## src/rtl/bcd_timekeeper.sv

```systemverilog
// Clock-enabled BCD hh:mm:ss time base: wall clock, stopwatch and countdown timer.
// Define BCD_TIMEKEEPER_ALARM_EN to add the alarm comparator (alarm_set/alarm_time/alarm_hit).
module bcd_timekeeper #(
    parameter int unsigned TICK_DIV = 50000000,
    parameter int unsigned HOUR_MAX = 23
) (
    input  logic        clk_sys,
    input  logic        rst,
    input  logic        run,
    input  logic [1:0]  mode,
    input  logic        clear,
    input  logic        load,
    input  logic [19:0] load_time,
`ifdef BCD_TIMEKEEPER_ALARM_EN
    input  logic        alarm_set,
    input  logic [19:0] alarm_time,
    output logic        alarm_hit,
`endif
    output logic [19:0] time_out,
    output logic        tick,
    output logic        expired,
    output logic        load_err,
    output logic        running
);

    localparam int unsigned PW = (TICK_DIV > 1) ? $clog2(TICK_DIV) : 1;
    localparam logic [PW-1:0] PRESC_LAST = PW'(TICK_DIV - 1);

    localparam logic [1:0] HT_MAX = 2'(HOUR_MAX / 10);
    localparam logic [3:0] HU_MAX = 4'(HOUR_MAX % 10);
    localparam logic [19:0] TIME_MAX = {HT_MAX, HU_MAX, 3'd5, 4'd9, 3'd5, 4'd9};

    localparam logic [1:0] MODE_CLOCK = 2'b00;
    localparam logic [1:0] MODE_WATCH = 2'b01;
    localparam logic [1:0] MODE_TIMER = 2'b10;
    localparam logic [1:0] MODE_HOLD  = 2'b11;

    localparam logic [1:0] ST_STOP = 2'd0;
    localparam logic [1:0] ST_RUN  = 2'd1;
    localparam logic [1:0] ST_DONE = 2'd2;

    function automatic logic time_valid(input logic [19:0] t);
        logic [5:0] hours;
        hours = 6'(t[19:18]) * 6'd10 + 6'(t[17:14]);
        return (t[3:0] <= 4'd9) && (t[6:4] <= 3'd5) && (t[10:7] <= 4'd9) &&
               (t[13:11] <= 3'd5) && (t[17:14] <= 4'd9) && (hours <= 6'(HOUR_MAX));
    endfunction

    // Full carry ripple in one step, so time_out never shows an intermediate value.
    function automatic logic [19:0] bcd_inc(input logic [19:0] t);
        logic [1:0] ht;
        logic [3:0] hu;
        logic [2:0] mt;
        logic [3:0] mu;
        logic [2:0] st;
        logic [3:0] su;
        {ht, hu, mt, mu, st, su} = t;
        if (su < 4'd9) begin
            su = su + 4'd1;
        end else begin
            su = '0;
            if (st < 3'd5) begin
                st = st + 3'd1;
            end else begin
                st = '0;
                if (mu < 4'd9) begin
                    mu = mu + 4'd1;
                end else begin
                    mu = '0;
                    if (mt < 3'd5) begin
                        mt = mt + 3'd1;
                    end else begin
                        mt = '0;
                        if (ht >= HT_MAX && hu >= HU_MAX) begin
                            ht = '0;
                            hu = '0;
                        end else if (hu >= 4'd9) begin
                            hu = '0;
                            ht = ht + 2'd1;
                        end else begin
                            hu = hu + 4'd1;
                        end
                    end
                end
            end
        end
        return {ht, hu, mt, mu, st, su};
    endfunction

    function automatic logic [19:0] bcd_dec(input logic [19:0] t);
        logic [1:0] ht;
        logic [3:0] hu;
        logic [2:0] mt;
        logic [3:0] mu;
        logic [2:0] st;
        logic [3:0] su;
        {ht, hu, mt, mu, st, su} = t;
        if (su != 4'd0) begin
            su = su - 4'd1;
        end else begin
            su = 4'd9;
            if (st != 3'd0) begin
                st = st - 3'd1;
            end else begin
                st = 3'd5;
                if (mu != 4'd0) begin
                    mu = mu - 4'd1;
                end else begin
                    mu = 4'd9;
                    if (mt != 3'd0) begin
                        mt = mt - 3'd1;
                    end else begin
                        mt = 3'd5;
                        if (hu != 4'd0) begin
                            hu = hu - 4'd1;
                        end else if (ht != 2'd0) begin
                            hu = 4'd9;
                            ht = ht - 2'd1;
                        end else begin
                            hu = HU_MAX;
                            ht = HT_MAX;
                        end
                    end
                end
            end
        end
        return {ht, hu, mt, mu, st, su};
    endfunction

    logic [1:0]    state_q, state_d;
    logic [19:0]   time_q, time_d;
    logic [PW-1:0] presc_q, presc_d;
    logic          tick_q, tick_d;
    logic          expired_q, expired_d;
    logic          load_err_q, load_err_d;
    logic          running_q, running_d;

    logic [19:0] time_up;
    logic [19:0] time_down;
    logic        load_ok;
    logic        presc_wrap;
    logic        terminal;

    assign time_up    = bcd_inc(time_q);
    assign time_down  = bcd_dec(time_q);
    assign load_ok    = time_valid(load_time);
    assign presc_wrap = (state_q == ST_RUN) && (presc_q == PRESC_LAST);

    always_comb begin
        time_d     = time_q;
        presc_d    = presc_q;
        tick_d     = 1'b0;
        expired_d  = 1'b0;
        load_err_d = 1'b0;
        terminal   = 1'b0;

        if (state_q == ST_RUN) begin
            presc_d = presc_wrap ? '0 : presc_q + PW'(1);
        end

        if (clear) begin
            time_d  = '0;
            presc_d = '0;
        end else if (load) begin
            if (load_ok) begin
                time_d  = load_time;
                presc_d = '0;
            end else begin
                load_err_d = 1'b1;
            end
        end else if (presc_wrap) begin
            // Mode is sampled here, so a mode change during RUN applies at the next tick.
            case (mode)
                MODE_CLOCK: begin
                    time_d = time_up;
                    tick_d = 1'b1;
                end
                MODE_WATCH: begin
                    tick_d = 1'b1;
                    if (time_q == TIME_MAX) begin
                        terminal  = 1'b1;
                        expired_d = 1'b1;
                    end else begin
                        time_d = time_up;
                    end
                end
                MODE_TIMER: begin
                    // Already at zero (e.g. cleared while running): stop without a borrow.
                    if (time_q == '0) begin
                        terminal = 1'b1;
                    end else begin
                        time_d = time_down;
                        tick_d = 1'b1;
                        if (time_down == '0) begin
                            terminal  = 1'b1;
                            expired_d = 1'b1;
                        end
                    end
                end
                default: begin
                end
            endcase
        end
    end

    always_comb begin
        state_d = state_q;
        case (state_q)
            ST_STOP: begin
                if (run && mode != MODE_HOLD && !(mode == MODE_TIMER && time_d == '0)) begin
                    state_d = ST_RUN;
                end
            end
            ST_RUN: begin
                if (terminal) begin
                    state_d = ST_DONE;
                end else if (!run || mode == MODE_HOLD) begin
                    state_d = ST_STOP;
                end
            end
            ST_DONE: begin
                if (!run || clear || load) begin
                    state_d = ST_STOP;
                end
            end
            default: state_d = ST_STOP;
        endcase
        running_d = (state_d == ST_RUN);
    end

`ifdef BCD_TIMEKEEPER_ALARM_EN
    logic [19:0] alarm_q, alarm_d;
    logic        alarm_valid_q, alarm_valid_d;
    logic        alarm_hit_q, alarm_hit_d;
    logic        alarm_ok;
    logic        alarm_err;

    assign alarm_ok = time_valid(alarm_time);

    always_comb begin
        alarm_d       = alarm_q;
        alarm_valid_d = alarm_valid_q;
        alarm_err     = 1'b0;
        if (alarm_set) begin
            if (alarm_ok) begin
                alarm_d       = alarm_time;
                alarm_valid_d = 1'b1;
            end else begin
                alarm_err = 1'b1;
            end
        end
        // Only a tick that actually moves the time can hit; load/clear never do.
        alarm_hit_d = alarm_valid_q && tick_d && (time_d != time_q) && (time_d == alarm_q);
    end

    always_ff @(posedge clk_sys or posedge rst) begin
        if (rst) begin
            alarm_q       <= '0;
            alarm_valid_q <= 1'b0;
            alarm_hit_q   <= 1'b0;
        end else begin
            alarm_q       <= alarm_d;
            alarm_valid_q <= alarm_valid_d;
            alarm_hit_q   <= alarm_hit_d;
        end
    end

    assign alarm_hit = alarm_hit_q;
`else
    logic alarm_err;
    assign alarm_err = 1'b0;
`endif

    always_ff @(posedge clk_sys or posedge rst) begin
        if (rst) begin
            state_q    <= ST_STOP;
            time_q     <= '0;
            presc_q    <= '0;
            tick_q     <= 1'b0;
            expired_q  <= 1'b0;
            load_err_q <= 1'b0;
            running_q  <= 1'b0;
        end else begin
            state_q    <= state_d;
            time_q     <= time_d;
            presc_q    <= presc_d;
            tick_q     <= tick_d;
            expired_q  <= expired_d;
            load_err_q <= load_err_d | alarm_err;
            running_q  <= running_d;
        end
    end

    assign time_out = time_q;
    assign tick     = tick_q;
    assign expired  = expired_q;
    assign load_err = load_err_q;
    assign running  = running_q;

endmodule

```

## config.mk

```make
export PLATFORM = sky130hd
export DESIGN_NAME = bcd_timekeeper
export DESIGN_NICKNAME = d
export VERILOG_FILES = /design/src/rtl/bcd_timekeeper.sv
export SDC_FILE = /design/constraint.sdc
export NUM_CORES = 1
export LEC_CHECK = 0
export ABC_AREA = 1
export CAP_MARGIN = 20
export CORE_MARGIN = 4
export CORE_UTILIZATION = 59
export CTS_CLUSTER_DIAMETER = 50
export DETAILED_ROUTE_END_ITERATION = 12
export GPL_ROUTABILITY_DRIVEN = 0
export PLACE_DENSITY = 0.82
export SYNTH_ARGS = -nofsm -noshare
export SYNTH_HDL_FRONTEND = slang
export SYNTH_SLANG_ARGS = --single-unit
```

## constraint.sdc

```tcl
create_clock -name clk_sys -period 3.39 [get_ports clk_sys]
set_input_delay 0.678 -clock clk_sys [delete_from_list [all_inputs] [get_ports clk_sys]]
set_output_delay 0.678 -clock clk_sys [all_outputs]
set_load 0.03 [all_outputs]
```

==> summary.md <==
| Metric | Value |
|---|---|
| Status | `completed` |
| Top post-synthesis cells by area | `dfrtp_1, nand2_1, nor2_1, inv_1, nand3_1` |
| Die H | `101 um` |
| DR vias | `5,671` |
| Peak VDD IR | `216 uV` |
| Synth async-reset ratio | `1.00` |
| Number of H-tree levels | `2` |
| Setup_tns | `0 ns` |
| Buffers plus inverters on the worst setup path | `4` |
| WL met1 | `5780 um` |
| Critical Path RT | `about 3.6 ns` |
| Pwr dens | `288 mW/mm2` |
| CP max stage delay | `about 0.43 ns` |
| Metal2 WL | `7030 um` |
| Number of global-route vias before repair | `5,218` |
| Nets@finish | `942` |
| Synth-to-Final Area Change | `16.7%` |
| RSZ-0062 raised after global routing | `no` |
| Remaining DRCs | `0` |
| Minimum clock period | `3.15 ns` |
| Total core area | `0.00826 mm2` |
| Die Wd | `roughly 100 um` |
| Slew @ Worst Pin | `slightly above 0.7 ns` |
| Global-route wire length before repair | `24,400 um` |
| Leak Pwr | `2.94 nW` |
| Cell Area, Synth | `0.00505 mm2` |
| Placed insts | `roughly 1,000` |
| Max transition margin | `0.529` |
| All-Layer GR Usage | `0.297` |
| Antenna violations before repair | `0` |
| Filler cell count | `a little over 700` |
| Worst setup EP type | `flip-flop` |
| 1st-iter DRT viols | `439` |
| CP startpoint kind | `input port` |
| CTS hold repair buffers | `0` |
| Slew Limit Fails | `0` |
| Met3 wire len | `1330 um` |
| Crit path cell chain | `clkdlybuf4s50_1, ha_1, fa_1, inv_1, o21ai_0, nand2_1, nand2_1, nor2_2, nand3_2, buf_4, o21ai_0, a21oi_1, nand2_1, nand2_1, inv_1, nand2_1, nor2_1, nand2_1, nand2_1, nand2_1` |
| Highest Clock Rate | `318 MHz` |
| Syn Inst Count | `826` |
| Syn_nets | `883` |
| Clk sink count | `52` |
| Fin. Hold Viols | `0` |
| Synth top area share | `0.258` |
| Top sig layer | `met4` |
| Die area | `0.0101 mm2` |
| Worst EP arrival | `approximately 3.3 ns` |
| CTS tree | `built` |
| Synth Area per Inst | `6.12 um2` |
| IO Count | `51` |
| Clock root buffer | `clkbuf_8` |
| CTS buffer count | `5` |
| IO Port Bufs | `50` |
| Ys Warns | `0` |
| Pre-Repair DR Iteration Count | `5` |
| Delay-heaviest family, CP | `simple AND/OR/NAND/NOR gates` |
| Hold_ws | `0.549 ns` |
| Max-Cap Viols | `0` |
| N_diodes | `0` |
| Main synth FF type | `dfrtp_1` |
| Setup Fix Bufs, Post-CTS | `0` |
| Clk slew on worst S/H paths | `0.09 ns` |
| Unique masters post-synth | `39` |
| Top cell type by total area after synthesis | `dfrtp_1` |
| Drt wl/cell | `between 10 and 15 um` |
| EDFF count, synth | `0` |
| Remaining global-route overflow | `0` |
| Pin count of the biggest net entering global routing | `34` |
| Critical path class | `input port to flip-flop` |
| Crit share post-route | `0.928` |
| Slowest cell on the critical path | `clkdlybuf4s50_1` |
| Via-to-Cell Ratio | `5.72` |
| Total wire length | `between 10,000 and 15,000 um` |
| Clock latency on the worst-skew pair | `approximately 0.3 ns` |
| Worst hold-check path type | `flip-flop to flip-flop` |
| Final HPWL DP | `between 10,000 and 15,000 um` |
| #FFs+latches synth | `52` |
| Endpoints failing setup | `0` |
| Layout cells sized above 1 | `0.0722` |
| Crit path max fanout | `13` |
| # rows | `33` |
| Clock tree buffer depth | `2` |
| Starting density of the core | `0.612` |
| Top cell by count, worst path | `nand2_1` |
| Final Power | `around 1.7 mW` |
| Fin cells | `991` |
| Seq/Total Area, Yosys | `0.258` |
| Final ANT Viol Nets | `0` |
| Final clock skew | `0.00614 ns` |
-- report_power, final --
group	internal (mW)	total (mW)	switching (mW)
registers	0.641	0.686	0.0448
logic	0.196	0.550	0.354
clock network	0.261	0.461	0.200
total	1.10	1.70	0.599
-- worst reg2reg max path, stage by stage, from the launching register on --
cell and delay [ns]:
dfrtp_1 0.51, inv_1 0.16, ha_1 0.32, nand2_1 0.27
inv_1 0.12, o21ai_0 0.28, nand3b_1 0.14, nor3_1 0.26
nand3b_1 0.14, nor3_1 0.17, nand3_1 0.21, nand2_1 0.11
nand2_1 0.07, nand3_1 0.09, nand2_1 0.07
-- registers in the layout, indices dropped and copies added, names as in the netlist --
signal    count
expired       1
load_err      1
presc_q      26
running       1
state_q       2
tick          1
time_out     20
-- repair_timing --
action	4_1_cts	5_1_grt
gates resized for setup	0	2
setup endpoints to repair	0	2
endpoints found under the hold margin	0	0
-- synthesized netlist by cell type, types with 3 or more instances --
master,count
nor4_1,4
nand4_1,17
buf_2,3
xor2_1,12
dfrtp_1,52
nor2_4,7
nor2_1,132
nand2_1,211
inv_1,118
nand2_2,7
ha_1,29
inv_2,6
o211ai_1,3
clkbuf_1,10
a21oi_1,24
nand3b_1,3
nor3_1,21
o21ai_0,46
nor3b_1,4
nand3_2,4
nor2_2,8
nand3_1,86
-- area by class of cell --
type	instances	area (um2)	share of cell area
clock inverter	1	30.0	0.00510
sequential	52	1300	0.221
inverter	125	469	0.0796
multi-input combinational	634	3220	0.547
tap	105	131	0.0223
clock buffer	7	96.3	0.0163
timing repair buffer	67	641	0.109
-- layer usage --
| metal | GRT usage | vias up |
|---|---|---|
| met5 | 0 | - |
| met3 | 0.0450 | 59 |
| li1 | - | 2751 |
| met2 | 0.498 | 307 |
| met1 | 0.384 | 2554 |
| met4 | 0.115 | 0 |
-- path summary, 6_finish.rpt --
path	startpoint	endpoint	slack, ns	cells after the start
hold reg to reg	presc_q[0]$_DFF_PP0_	presc_q[0]$_DFF_PP0_	0.55	1
min in group asynchronous	rst	time_out[11]$_DFF_PP0_	0.81	2
setup / recovery	load_time[15]	state_q[0]$_DFF_PP0_	0.24	20
hold / removal	presc_q[0]$_DFF_PP0_	presc_q[0]$_DFF_PP0_	0.55	1
setup reg to reg	time_out[0]$_DFF_PP0_	state_q[0]$_DFF_PP0_	0.35	14
max in group asynchronous	rst	presc_q[8]$_DFF_PP0_	1.96	3
-- per-stage QoR --
stage	worst slack [ns]	utilization	area (um2)
CTS	0.263	0.713	5890
finish	0.244	0.714	5890
detailed placement	-0.0573	0.697	5760
floorplan	0.635	-	5050
global placement	0.0525	0.697	5760
global route	0.0153	0.714	5890
-- layout by cell type, fill, tap and decap left out, drive strengths merged, types with 2 or more instances in the layout --
cell type / Yosys / layout
o211ai: 3 / 3
o22ai: 2 / 2
inv: 124 / 124
nand2: 218 / 218
xor2: 12 / 12
ha: 29 / 29
dfrtp: 52 / 52
clkdlybuf4s50: 0 / 50
nor3b: 4 / 4
buf: 5 / 17
nor4: 4 / 4
a21oi: 25 / 25
o21ai: 47 / 47
nor2: 148 / 148
clkbuf: 10 / 7
nor3: 21 / 21
a211oi: 2 / 2
nand4: 17 / 17
nand3b: 3 / 3
nand3: 91 / 91
-- kinds of logic (layout without fill, tap and decap cells) --
family          Yosys count  in the layout  share of synthesized area
buf+inv                 140            200                      0.106
simple gates            508            508                      0.449
compound gates           83             83                     0.0892
flops                    52             52                      0.258
fa+ha+maj                30             30                     0.0758
xor+xnor                 13             13                     0.0225
Note: power is estimated with default switching activity, not from simulation.
